`config.mk`:
```
export PLATFORM = sky130hd
export DESIGN_NAME = mem_addr_seq
export DESIGN_NICKNAME = d
export VERILOG_FILES = /design/src/rtl/mem_addr_seq.sv
export SDC_FILE = /design/constraint.sdc
export NUM_CORES = 1
export LEC_CHECK = 0
export BUFFER_PORTS_ARGS = -buffer_cell sky130_fd_sc_hd__clkbuf_2
export CORE_UTILIZATION = 42
export CTS_BUF_LIST = sky130_fd_sc_hd__clkbuf_4
export CTS_CLUSTER_DIAMETER = 60
export DETAILED_ROUTE_END_ITERATION = 8
export PLACE_DENSITY_LB_ADDON = 0.1
export SLEW_MARGIN = 20
export SYNTH_ARGS = -nofsm -noshare
export SYNTH_HDL_FRONTEND = slang
export SYNTH_SLANG_ARGS = --single-unit
export TNS_END_PERCENT = 10
```
`constraint.sdc`:
```
create_clock -name clk -period 2.6 [get_ports clk]
set_input_delay 0.52 -clock clk [delete_from_list [all_inputs] [get_ports clk]]
set_output_delay 0.52 -clock clk [all_outputs]
set_load 0.01 [all_outputs]
```
`src/rtl/mem_addr_seq.sv`:
```
// Registered memory-address source for the multicycle datapath.
// Holds the selected datapath channel as the memory address and runs the
// exception-vector fetch: present the vector byte address, wait out the
// memory latency, capture the handler byte as a zero-extended PC.
//
// state   | meaning
// --------+------------------------------------------------------------
// IDLE    | accepting address loads and exception requests
// WAIT    | vector address on the bus, counting down memory latency
// DONE    | handler_pc valid pulse; all requests ignored for one cycle
module mem_addr_seq #(
  parameter int WIDTH     = 32,
  parameter int NUM_SRC   = 4,
  parameter int SEL_W     = $clog2(NUM_SRC),
  parameter int VEC_BASE  = 253,
  parameter int NUM_CAUSE = 3,
  parameter int CAUSE_W   = 2,
  parameter int MEM_LAT   = 1
) (
  input  logic                     clk,
  input  logic                     reset,
  input  logic [NUM_SRC*WIDTH-1:0] src_data,
  input  logic [SEL_W-1:0]         src_sel,
  input  logic                     addr_en,
  input  logic                     exc_req,
  input  logic [CAUSE_W-1:0]       exc_cause,
  input  logic [7:0]               mem_rdata,
  output logic [WIDTH-1:0]         addr_out,
  output logic                     busy,
  output logic [WIDTH-1:0]         handler_pc,
  output logic                     handler_valid,
  output logic                     cause_err
);

  typedef enum logic [1:0] {
    ST_IDLE = 2'd0,
    ST_WAIT = 2'd1,
    ST_DONE = 2'd2
  } state_t;

  state_t             r_state;
  logic [3:0]         r_cnt;
  logic [WIDTH-1:0]   r_addr;
  logic [WIDTH-1:0]   r_handler_pc;
  logic               r_busy;
  logic               r_handler_valid;
  logic               r_cause_err;

  logic [WIDTH-1:0]   w_sel_data;
  logic               w_cause_ok;
  logic [WIDTH-1:0]   w_vec_addr;

  // Channel mux; a select with no matching channel yields address 0.
  always_comb begin
    w_sel_data = '0;
    for (int i = 0; i < NUM_SRC; i++) begin
      if (src_sel == SEL_W'(i)) begin
        w_sel_data = src_data[i*WIDTH +: WIDTH];
      end
    end
  end

  // Cause legality and vector address, both evaluated at full width.
  always_comb begin
    w_cause_ok = ({1'b0, exc_cause} < (CAUSE_W+1)'(NUM_CAUSE));
    w_vec_addr = WIDTH'(VEC_BASE) + WIDTH'(exc_cause);
  end

  // Sequencer: address register, vector fetch and status pulses.
  always_ff @(posedge clk or negedge reset) begin
    if (!reset) begin
      r_state         <= ST_IDLE;
      r_cnt           <= 4'd0;
      r_addr          <= '0;
      r_handler_pc    <= '0;
      r_busy          <= 1'b0;
      r_handler_valid <= 1'b0;
      r_cause_err     <= 1'b0;
    end else begin
      r_handler_valid <= 1'b0;
      r_cause_err     <= 1'b0;
      case (r_state)
        ST_IDLE: begin
          if (exc_req && w_cause_ok) begin
            // exception wins over a same-cycle address load
            r_addr  <= w_vec_addr;
            r_busy  <= 1'b1;
            r_cnt   <= 4'(MEM_LAT);
            r_state <= ST_WAIT;
          end else begin
            if (exc_req) begin
              r_cause_err <= 1'b1;
            end
            if (addr_en) begin
              r_addr <= w_sel_data;
            end
          end
        end
        ST_WAIT: begin
          if (r_cnt != 4'd0) begin
            r_cnt <= r_cnt - 4'd1;
          end else begin
            r_handler_pc    <= {{(WIDTH-8){1'b0}}, mem_rdata};
            r_busy          <= 1'b0;
            r_handler_valid <= 1'b1;
            r_state         <= ST_DONE;
          end
        end
        ST_DONE: begin
          r_state <= ST_IDLE;
        end
        default: begin
          r_state <= ST_IDLE;
          r_busy  <= 1'b0;
        end
      endcase
    end
  end

  assign addr_out      = r_addr;
  assign busy          = r_busy;
  assign handler_pc    = r_handler_pc;
  assign handler_valid = r_handler_valid;
  assign cause_err     = r_cause_err;

endmodule
```
==> qor.csv <==
metric;value;unit
io_buffers;186;
clkTransAtPathRegs;0.15;ns
fmax;0.471;GHz
drt_wl_total;7650;microns
nets;529;
comb_power_share;0.454;
synth_seq_area_share;0.429;
synth_fa_ha_area_frac;0.00876;
crit_buf_inv;1;
p_leak;2.00;nW
final_cell_mix;clkbuf_2 (186), dfrtp_1 (49), mux4_2 (32);
endpoint_kind;flip-flop;
synth_top_family_by_area;multiplexers;
clock-sinks;49;
cp_max_fo;9;
share_clk_of_total_power;0.138;
grt_pass1_vias;2517;
cts_tree;built;
die_y;84.5;microns
synth.top_cell.area_share;0.429;
slew_viol_final;0;
drc_errors;7;
die_w;84.5;microns
p_per_area;866;mW/mm^2
core-area;0.00646;sq mm
period_share;0.816;
swShare;0.372;
routabilityCongestion;0.780;
area_growth;34.7;%
timing_worst_setup_path_type;flip-flop to flip-flop;
layout_commonest_cell;clkbuf_2;
slew_headroom;0.437;
skew;0.0125;ns
finalSetupViolCount;0;
track_usage;0.221;
first_pass_iters;9;
hp-class;input pin to asynchronous set/reset pin;
rsz0062_at_grt;no;
avgViaCountPerCell;5.25;
violations;DRC;
synthSimpleGateAreaFrac;0.0477;
avgRoutedWirePerCell;16.6;microns
yosysTopAreaCell;dfrtp_1;
cp.arrival;2.38;ns
grt_max_degree;27;
cts_buffer_depth;2;
post_cts.repair.setup_buffers;0;
cp.required;2.86;ns
synthArstFlopShare;1.00;
synth_compound_area_frac;0.127;
n_fill_cell;553;
ys_ff_latch;49;
antennaDiodeCount;0;
hold_violations;0;
whs;0.137;ns
die-area;0.00714;sq mm
grt_pass1_wl;12200;microns
seqPwrFrac;0.408;
multi_input_area;0.00146;sq mm
cts-htree-levels;2;
outcome;complete, but fails checks;
vias;2419;
ys_types;34;
worst_slew_pin_slew;0.845;ns
netlist_area;0.00286;sq mm
rows;29;
cap_violations;0;
ios;211;
final_core_util;0.596;
p_int;0.00209;W
layout.area.seq;0.00123;sq mm
gr-total-overflow;0;
synth_edf_count;0;
avgSynthCellArea;14.3;sq um
cts_hold_buf;0;
numCtsBuffers;5;
synth_flop_cell;dfrtp_1;
drive_gt1_frac;0.635;
worstSkewPairLatency;0.37;ns
post-route-min-period;2.12;ns
critPathLaunchType;flip-flop;
netlist_instances;200;
cp_slowest_cell;or3b_1;
synthTopCellsByArea;dfrtp_1 (43%), mux4_2 (25%), a22o_1 (7.4%);
crit_family;simple AND/OR/NAND/NOR gates;
initial_core_util;0.442;
crit_chain;inv_1, ha_1, or3b_1, nor3_4, mux2_2;
power.total;0.00333;W
final_antenna_net_count;0;
synth-xor-area-share;0;
slowest_delay;0.51;ns
dpl.hpwl;6270;microns
initialDrtViolationCount;101;
ys_warn_count;0;
setup_tns;0;ns
synth_mux_area_frac;0.294;
cts.repair.resized;0;
vdd_drop_max;342;uV
root_buffer;clkbuf_4;
reg2reg_slack;0.48;ns
antenna_found_initial;0;
power_switching;0.00124;W
==> metrics by stage <==
stage               area [sq um]  std cells  setup WS [ns]
floorplan                   2940        223          0.695
global placement            3760        453          0.538
detailed placement          3760        453          0.489
CTS                         3850        461          0.470
global route                3850        461          0.352
finish                      3850        461          0.478
==> metal layers <==
layer  share of wire  routed length (microns)  global-route usage  up-vias
met1            0.37                     2800               0.257     1179
li1                -                        -                   -     1112
met3           0.068                      518              0.0511       16
met4           0.024                      183              0.0847        0
met5               0                        0                   0        -
met2            0.54                     4150               0.398      112
==> path summary, 6_finish.rpt <==
| check | endpoint | startpoint | cells past startpoint |
|---|---|---|---|
| min in group clk | handler_pc[4]$_DFFE_PN0P_ | mem_rdata[4] | 2 |
| max in group asynchronous | addr_out[7]$_DFFE_PN0P_ | reset | 2 |
| max reg2reg | handler_pc[1]$_DFFE_PN0P_ | r_cnt[0]$_DFFE_PN0P_ | 5 |
| max | handler_pc[1]$_DFFE_PN0P_ | r_cnt[0]$_DFFE_PN0P_ | 5 |
| min | addr_out[3]$_DFFE_PN0P_ | reset | 1 |
| min reg2reg | addr_out[23]$_DFFE_PN0P_ | addr_out[23]$_DFFE_PN0P_ | 1 |
==> power by group through the flow <==
stage	sequential [W]	clock, W	combinational (W)
finish	0.00136	0.000460	0.00151
global route	0.00141	0.000496	0.00165
CTS	0.00136	0.000472	0.00154
detailed placement	0.00137	0	0.00155
global placement	0.00137	0	0.00151
floorplan	0.00149	0	0.000821
==> flip-flops by register name (all words and copies together) (netlist names) <==
register       flops
addr_out          32
r_state            2
busy               1
cause_err          1
handler_valid      1
handler_pc         8
r_cnt              4
==> synth_stat cells, types with 3 or more instances <==
master,n
dfrtp_1,49
o22a_1,6
buf_4,24
clkbuf_1,7
mux2i_1,3
o2bb2ai_1,4
nor3_1,3
buf_2,6
mux2_2,8
inv_1,3
a22o_1,24
mux4_2,32
==> cell type report <==
type                    instances  share of cell area
multi-input cells             132               0.379
flip-flops and latches         49               0.319
repair buffers                191               0.252
well taps                      77              0.0250
clock buffers                   6              0.0117
clock inverters                 2              0.0101
inverters                       4             0.00390
==> cells by family after synthesis <==
logic type / after synthesis
other: 1
buffers and inverters: 42
AND/OR/NAND/NOR: 20
flip-flops: 49
adder cells (fa/ha/maj): 2
AO/OA/AOI/OAI: 43
multiplexers: 43
Power figures use the tool's default switching activity.
